**src/rtl/hazard_stall_ctrl_if.sv**
```systemverilog
// Interface between the ID/EX stages and the load-use hazard / pipeline-control unit.
// The HAZARD_PERF_CNT_EN macro adds the performance-counter outputs.
interface hazard_stall_ctrl_if #(
    parameter int REG_W = 5
`ifdef HAZARD_PERF_CNT_EN
    , parameter int PERF_W = 32
`endif
);
    logic [REG_W-1:0] id_rs;
    logic [REG_W-1:0] id_rt;
    logic             id_rs_used;
    logic             id_rt_used;
    logic [REG_W-1:0] ex_rd;
    logic             ex_mem_read;
    logic             ex_branch_taken;
    logic             dmem_busy;
    logic             pc_write;
    logic             if_id_write;
    logic             id_ex_bubble;
    logic             if_id_flush;
    logic             pipe_freeze;
    logic             stall_active;
`ifdef HAZARD_PERF_CNT_EN
    logic [PERF_W-1:0] perf_lu_events;
    logic [PERF_W-1:0] perf_stall_cycles;
`endif

    modport master (
`ifdef HAZARD_PERF_CNT_EN
        input  perf_lu_events, perf_stall_cycles,
`endif
        output id_rs, id_rt, id_rs_used, id_rt_used, ex_rd, ex_mem_read,
               ex_branch_taken, dmem_busy,
        input  pc_write, if_id_write, id_ex_bubble, if_id_flush, pipe_freeze,
               stall_active
    );

    modport slave (
`ifdef HAZARD_PERF_CNT_EN
        output perf_lu_events, perf_stall_cycles,
`endif
        input  id_rs, id_rt, id_rs_used, id_rt_used, ex_rd, ex_mem_read,
               ex_branch_taken, dmem_busy,
        output pc_write, if_id_write, id_ex_bubble, if_id_flush, pipe_freeze,
               stall_active
    );
endinterface

```
**src/rtl/hazard_stall_ctrl.sv**
```systemverilog
// Load-use hazard detector with a registered multi-bubble stall sequencer, branch flush and
// data-memory freeze. Define HAZARD_PERF_CNT_EN to add saturating load-use perf counters.
module hazard_stall_ctrl #(
    parameter int REG_W    = 5,
    parameter int LOAD_LAT = 1,
    parameter int CNT_W    = 4
`ifdef HAZARD_PERF_CNT_EN
    , parameter int PERF_W = 32
`endif
) (
    input  logic                clk,
    input  logic                rst_n,
    hazard_stall_ctrl_if.slave  bus
);
    typedef enum logic {IDLE, LU_STALL} state_t;

    state_t           r_state;
    logic [CNT_W-1:0] r_cnt;
    logic             r_stall_active;

    logic w_rs_hit, w_rt_hit, w_hz;
    logic w_freeze, w_flush, w_lu_stall, w_lu_entry;
    logic w_pc_write, w_if_id_write, w_id_ex_bubble, w_if_id_flush, w_pipe_freeze;

    assign w_rs_hit = bus.id_rs_used && (bus.id_rs == bus.ex_rd);
    assign w_rt_hit = bus.id_rt_used && (bus.id_rt == bus.ex_rd);
    assign w_hz     = bus.ex_mem_read && (bus.ex_rd != REG_W'(0)) && (w_rs_hit || w_rt_hit);

    // Priority chain: freeze > flush > ongoing stall > new hazard in IDLE.
    assign w_freeze   = bus.dmem_busy;
    assign w_flush    = !w_freeze && bus.ex_branch_taken;
    assign w_lu_stall = !w_freeze && !w_flush && (r_state == LU_STALL);
    assign w_lu_entry = !w_freeze && !w_flush && (r_state == IDLE) && w_hz;

    always_comb begin
        w_pc_write     = 1'b1;
        w_if_id_write  = 1'b1;
        w_id_ex_bubble = 1'b0;
        w_if_id_flush  = 1'b0;
        w_pipe_freeze  = 1'b0;
        if (!rst_n) begin
            w_pc_write     = 1'b0;
            w_if_id_write  = 1'b0;
            w_id_ex_bubble = 1'b1;
        end else if (w_freeze) begin
            w_pc_write     = 1'b0;
            w_if_id_write  = 1'b0;
            w_pipe_freeze  = 1'b1;
        end else if (w_flush) begin
            w_if_id_flush  = 1'b1;
            w_id_ex_bubble = 1'b1;
        end else if (w_lu_stall || w_lu_entry) begin
            w_pc_write     = 1'b0;
            w_if_id_write  = 1'b0;
            w_id_ex_bubble = 1'b1;
        end
    end

    // Freeze cycles fall through every branch, so state and counter hold.
    always_ff @(posedge clk or negedge rst_n) begin
        if (!rst_n) begin
            r_state        <= IDLE;
            r_cnt          <= '0;
            r_stall_active <= 1'b0;
        end else if (w_flush) begin
            r_state        <= IDLE;
            r_cnt          <= '0;
            r_stall_active <= 1'b0;
        end else if (w_lu_stall) begin
            r_cnt <= r_cnt - CNT_W'(1);
            if (r_cnt == CNT_W'(1)) begin
                r_state        <= IDLE;
                r_stall_active <= 1'b0;
            end
        end else if (w_lu_entry && (LOAD_LAT > 1)) begin
            r_state        <= LU_STALL;
            r_cnt          <= CNT_W'(LOAD_LAT - 1);
            r_stall_active <= 1'b1;
        end
    end

    assign bus.pc_write     = w_pc_write;
    assign bus.if_id_write  = w_if_id_write;
    assign bus.id_ex_bubble = w_id_ex_bubble;
    assign bus.if_id_flush  = w_if_id_flush;
    assign bus.pipe_freeze  = w_pipe_freeze;
    assign bus.stall_active = r_stall_active;

`ifdef HAZARD_PERF_CNT_EN
    logic [PERF_W-1:0] r_perf_lu_events;
    logic [PERF_W-1:0] r_perf_stall_cycles;

    always_ff @(posedge clk or negedge rst_n) begin
        if (!rst_n) begin
            r_perf_lu_events    <= '0;
            r_perf_stall_cycles <= '0;
        end else begin
            if (w_lu_entry && (r_perf_lu_events != '1))
                r_perf_lu_events <= r_perf_lu_events + PERF_W'(1);
            if ((w_lu_entry || w_lu_stall) && (r_perf_stall_cycles != '1))
                r_perf_stall_cycles <= r_perf_stall_cycles + PERF_W'(1);
        end
    end

    assign bus.perf_lu_events    = r_perf_lu_events;
    assign bus.perf_stall_cycles = r_perf_stall_cycles;
`endif
endmodule

```
**src/flat_wrapper.sv**
```systemverilog
// flat-port wrapper written by rule: the top's interface ports become plain ports
module hazard_stall_ctrl_flat 
#(
    parameter int REG_W    = 5,
    parameter int LOAD_LAT = 1,
    parameter int CNT_W    = 4

)
  (clk, rst_n, bus_id_rs, bus_id_rt, bus_id_rs_used, bus_id_rt_used, bus_ex_rd, bus_ex_mem_read, bus_ex_branch_taken, bus_dmem_busy, bus_pc_write, bus_if_id_write, bus_id_ex_bubble, bus_if_id_flush, bus_pipe_freeze, bus_stall_active);
  hazard_stall_ctrl_if #(.REG_W(REG_W)) bus_i ();
  input  logic clk;
  input  logic rst_n;
  input wire logic [$bits(bus_i.id_rs)-1:0] bus_id_rs;
  input wire logic [$bits(bus_i.id_rt)-1:0] bus_id_rt;
  input wire logic [$bits(bus_i.id_rs_used)-1:0] bus_id_rs_used;
  input wire logic [$bits(bus_i.id_rt_used)-1:0] bus_id_rt_used;
  input wire logic [$bits(bus_i.ex_rd)-1:0] bus_ex_rd;
  input wire logic [$bits(bus_i.ex_mem_read)-1:0] bus_ex_mem_read;
  input wire logic [$bits(bus_i.ex_branch_taken)-1:0] bus_ex_branch_taken;
  input wire logic [$bits(bus_i.dmem_busy)-1:0] bus_dmem_busy;
  output wire logic [$bits(bus_i.pc_write)-1:0] bus_pc_write;
  output wire logic [$bits(bus_i.if_id_write)-1:0] bus_if_id_write;
  output wire logic [$bits(bus_i.id_ex_bubble)-1:0] bus_id_ex_bubble;
  output wire logic [$bits(bus_i.if_id_flush)-1:0] bus_if_id_flush;
  output wire logic [$bits(bus_i.pipe_freeze)-1:0] bus_pipe_freeze;
  output wire logic [$bits(bus_i.stall_active)-1:0] bus_stall_active;
  assign bus_i.id_rs = bus_id_rs;
  assign bus_i.id_rt = bus_id_rt;
  assign bus_i.id_rs_used = bus_id_rs_used;
  assign bus_i.id_rt_used = bus_id_rt_used;
  assign bus_i.ex_rd = bus_ex_rd;
  assign bus_i.ex_mem_read = bus_ex_mem_read;
  assign bus_i.ex_branch_taken = bus_ex_branch_taken;
  assign bus_i.dmem_busy = bus_dmem_busy;
  assign bus_pc_write = bus_i.pc_write;
  assign bus_if_id_write = bus_i.if_id_write;
  assign bus_id_ex_bubble = bus_i.id_ex_bubble;
  assign bus_if_id_flush = bus_i.if_id_flush;
  assign bus_pipe_freeze = bus_i.pipe_freeze;
  assign bus_stall_active = bus_i.stall_active;
  hazard_stall_ctrl #(.REG_W(REG_W), .LOAD_LAT(LOAD_LAT), .CNT_W(CNT_W)) u_core (.clk(clk), .rst_n(rst_n), .bus(bus_i));
endmodule
```
**config.mk**
```make
export PLATFORM = sky130hd
export DESIGN_NAME = hazard_stall_ctrl_flat
export DESIGN_NICKNAME = d
export VERILOG_FILES = /design/src/rtl/hazard_stall_ctrl_if.sv /design/src/rtl/hazard_stall_ctrl.sv /design/src/flat_wrapper.sv
export SDC_FILE = /design/constraint.sdc
export NUM_CORES = 1
export LEC_CHECK = 0
export ABC_AREA = 1
export CORE_AREA = 8 8 45 47
export DETAILED_ROUTE_END_ITERATION = 16
export DIE_AREA = 0 0 53 55
export PLACE_DENSITY = 0.64
export RECOVER_POWER = 50
export SLEW_MARGIN = 5
export SYNTH_ARGS = -nofsm -noshare
export SYNTH_HDL_FRONTEND = slang
export SYNTH_SLANG_ARGS = --single-unit
```
**constraint.sdc**
```tcl
create_clock -name clk -period 2.2 [get_ports clk]
set_input_delay 0.66 -clock clk [delete_from_list [all_inputs] [get_ports clk]]
set_output_delay 0.66 -clock clk [all_outputs]
set_load 0.02 [all_outputs]
```
Word level (Yosys, flattened, before mapping)
Index checks and enable logic that the tools add are counted.
{"block": "word_totals", "ff_bits": 5, "latchBits": 0, "mem_bits_rw": 0, "mem_bits_ro": 0, "word_cells": 42, "mem_count": 0}
{"block": "op_classes", "addsub": 1, "mul": 0, "div": 0, "order_cmp": 0, "n_eq_ne": 3, "n_shift": 0, "mux": 18, "bitwise_logic": 1, "reduce_logical": 17}
{"operator": "$mux 1", "n": 16}
{"operator": "$eq 5x5->1", "n": 2}
{"operator": "$logic_and 1x1->1", "n": 9}
{"operator": "$mux 4", "n": 2}
{"operator": "$reduce_bool 5->1", "n": 1}
{"operator": "$eq 4x1->1 const B", "n": 1}
{"operator": "$reduce_bool 2->1", "n": 2}
{"operator": "$sub 4x1->4 const B", "n": 1}
{"operator": "$logic_not 1->1", "n": 2}
{"operator": "$logic_or 1x1->1", "n": 2}
{"operator": "$reduce_and 2->1", "n": 1}
{"operator": "$not 1->1", "n": 1}

Logic depth before layout (Yosys ltp)
{"block": "logic_depth", "depth_word": 11, "depth_mapped": 8, "depth_no_buf": 8}

Worst setup path before layout
Ideal clock, no wire load.
{"block": "synth_path", "path_kind": "input to output", "start": "input bus_id_rs[0]", "end": "output bus_pc_write", "arrival_time_ns": 1.576, "required_time_ns": 1.540, "path_slack_ns": -0.036, "stages": 8, "path_cell_list": "inv_1 > nand2_1 > nand2_1 > nor2_1 > nand3_1 > nand2_1 > a21oi_1 > buf_4"}
{"block": "synth_via", "elab_chain_len": 10}
{"item": "from (decl)", "line_no": "flat_wrapper.sv:13", "rtl": "input wire logic [$bits(bus_i.id_rs)-1:0] bus_id_rs;"}
{"item": "$eq 5x5->1", "line_no": "hazard_stall_ctrl.sv:25", "rtl": "assign w_rs_hit = bus.id_rs_used && (bus.id_rs == bus.ex_rd);"}
{"item": "$logic_and 1x1->1", "line_no": "hazard_stall_ctrl.sv:25"}
{"item": "$logic_or 1x1->1", "line_no": "hazard_stall_ctrl.sv:27", "rtl": "assign w_hz = bus.ex_mem_read && (bus.ex_rd != REG_W'(0)) && (w_rs_hit || w_rt_hit);"}
{"item": "$logic_and 1x1->1", "line_no": "hazard_stall_ctrl.sv:27"}
{"item": "$logic_and 1x1->1", "line_no": "hazard_stall_ctrl.sv:33", "rtl": "assign w_lu_entry = !w_freeze && !w_flush && (r_state == IDLE) && w_hz;"}
{"item": "$logic_or 1x1->1", "line_no": "hazard_stall_ctrl.sv:52", "rtl": "end else if (w_lu_stall || w_lu_entry) begin"}
{"item": "$mux 1 (4 in a row)"}
{"item": "to (decl)", "line_no": "flat_wrapper.sv:21", "rtl": "output wire logic [$bits(bus_i.pc_write)-1:0] bus_pc_write;"}
Every way passes these cells.

Worst setup path in the final report
{"block": "layout_path", "start": "input bus_id_rt_used", "end": "output bus_id_ex_bubble"}
{"block": "layout_via", "elab_chain_len": 9}
{"item": "from (decl)", "line_no": "flat_wrapper.sv:16", "rtl": "input wire logic [$bits(bus_i.id_rt_used)-1:0] bus_id_rt_used;"}
{"item": "$logic_and 1x1->1", "line_no": "hazard_stall_ctrl.sv:26", "rtl": "assign w_rt_hit = bus.id_rt_used && (bus.id_rt == bus.ex_rd);"}
{"item": "$logic_or 1x1->1", "line_no": "hazard_stall_ctrl.sv:27"}
{"item": "$logic_and 1x1->1", "line_no": "hazard_stall_ctrl.sv:27"}
{"item": "$logic_and 1x1->1", "line_no": "hazard_stall_ctrl.sv:33"}
{"item": "$logic_or 1x1->1", "line_no": "hazard_stall_ctrl.sv:52"}
{"item": "$mux 1", "line_no": "hazard_stall_ctrl.sv:52"}
{"item": "$mux 1", "line_no": "hazard_stall_ctrl.sv:49", "rtl": "end else if (w_flush) begin"}
{"item": "$mux 1", "line_no": "hazard_stall_ctrl.sv:45", "rtl": "end else if (w_freeze) begin"}
{"item": "$mux 1", "line_no": "hazard_stall_ctrl.sv:41", "rtl": "if (!rst_n) begin"}
{"item": "to (decl)", "line_no": "flat_wrapper.sv:23", "rtl": "output wire logic [$bits(bus_i.id_ex_bubble)-1:0] bus_id_ex_bubble;"}
Every way passes these cells.

==> flow_summary.yaml <==
logic_synthesis:
  synthTopCellsByCount: "33 x nand2_1, 13 x inv_1, 9 x nor2_1"
  synth_top_family_by_area: "simple AND/OR/NAND/NOR gates"
  synth_area_leaders: "nand2_1 43%, inv_1 17%, nor2_1 12%, inv_2 6.5%, buf_4 5.2%"
  yosys.area.top_type: "nand2_1"
  ys_seq_area_share_pct: 0
  synth-xor-area-share_pct: 0
  syn_area_per_cell_um2: 4.11
  synth_cells: 70
  synth_area_um2: 288
  yosysMostFrequentCell: "nand2_1"
  synthAdderAreaFrac_pct: 0
  syn_nets: 92
  synth_top_area_share_pct: 43.0
  synthSimpleGateAreaFrac_pct: 68.3
  yosys-mux-area-fraction_pct: 0
  synth_warnings: 0
  synth_compound_area_share_pct: 1.74
  synth_cell_types: 11
cells_and_area:
  seq_area_um2: 0
  n_antenna_cell: 0
  clock_buffers: 0
  seq_cells: 0
  layout.nets: 119
  utilization_pct: 38.3
  layout-drive-gt1-share_pct: 38.9
  syn_to_final_growth_pct: 84.3
  n_fill_cell: 175
placed_design:
  portBuffers: 26
  hpwl_um: 907
  gp_congestion: 0.763
worst_setup_path:
  crit_arrival_ns: 1.45
  crit_required_ns: 1.54
  critPathKind: "input pin to primary output"
  crit_fanout: 2
  cp-end-kind: "primary output"
  setup.worst_path.start_class: "input pin"
floorplanning:
  die_w_um: 53
  die_area_um2: 2920
  core_area_um2: 1380
  start_util_pct: 20.8
  io-pin-count: 28
  fp.dieH_um: 55
  rows: 14
sta:
  fin_crit_sh_pct: 95.9
  min_period_ns: 2.11
  max_freq_mhz: 474
  rsz0062_at_grt: "no"
  setup_viol: 0
  hold_viol_final: 0
  drv_slew: 0
route:
  dr.pass1.iters: 4
  ant_nets: 0
  finalWirelength_um: 1010
  drt_iter0_drc: 5
  wl_per_cell_um: 9.14
  drc_errors: 0
  wl_met1_um: 426
  via_per_inst: 4.02
  wl_met2_um: 514
  top_layer: "met3"
  vias: 446
  met3WireLength_um: 73
global_routing:
  grt_start_max_net_pins: 5
  track_usage_pct: 6.65
  grt_pass1_wl_um: 1590
  grt.overflow.total: 0
  antenna_found_initial: 0
  grt_pass1_vias: 405
power_and_ir_drop:
  power_mw: 0.0908
  cellPowerDensity_nw_per_um2: 171
  power_leakage_nw: 0.358
  ir_drop_mv: 0.0580
job:
  max_cap_violations: 0
outcome:
  outcome: "finished clean"
hold_path:
  hold_class: "input pin to primary output"
cts:
  postCtsSetupRepairBufs: 0
## kinds of logic after synthesis
group | Yosys count
compound gates | 1
buf+inv | 20
other cells | 1
simple gates | 48
## metal layers
layer	up-vias	GRT usage, %
li1	248	-
met2	10	11.5
met1	188	8.45
met4	0	0
met5	-	0
met3	0	1.87
## cell usage in the layout (no fill, tap or decap)
cell type,count
nand3_2,3
clkbuf_2,7
inv_1,10
inv_2,8
clkbuf_1,1
nor2_2,3
dlygate4sd2_1,6
nand2_1,31
buf_2,6
nand2_4,1
nand2_2,1
conb_1,1
nor2_1,6
a21oi_4,1
buf_4,2
dlymetal6s2s_1,1
nand4_1,2
buf_6,4
nor2_4,1
## power by group
group,switching [mW],internal (mW),total [mW]
sequential,0,0,0
combinational,0.0491,0.0418,0.0908
clock,0,0,0
## per-stage QoR
step	worst slack [ns]	area [um2]	TNS [ns]	hold slack (ns)	instances
CTS	0.000345	518	0	1.80	111
global route	0.00569	531	0	1.82	111
global placement	-0.833	564	-3.17	2.37	111
finish	0.0909	531	0	1.79	111
detailed placement	-0.839	564	-3.16	2.37	111
floorplan	0.0992	292	0	1.42	70
## worst max-delay path, stage by stage
cell           delay [ns]
dlygate4sd2_1        0.19
nand2_1              0.05
nor2_1               0.13
nand3_2              0.11
nand2_4              0.09
nand2_2              0.05
nand3_2              0.06
buf_6                0.11
## repair_timing
action / in CTS / in global routing
endpoints found under the setup margin: 5 / 3
gates resized for setup: 73 / 25
cloned: 0 / 0
hold buffers: 0 / 0
pin swaps: 17 / 16
## cell type report
cell class	instances	area [um2]	share of cell area (%)
multi-input cells	50	249	46.9
repair buffers	27	194	36.6
inverters	18	67.6	12.7
well taps	16	20.0	3.77
## worst paths after layout
| check | to | from | cells after the start |
|---|---|---|---|
| max | bus_id_ex_bubble | bus_id_rt_used | 8 |
| min | bus_id_ex_bubble | bus_ex_branch_taken | 4 |
No activity file was read; power rests on OpenSTA's default activity.
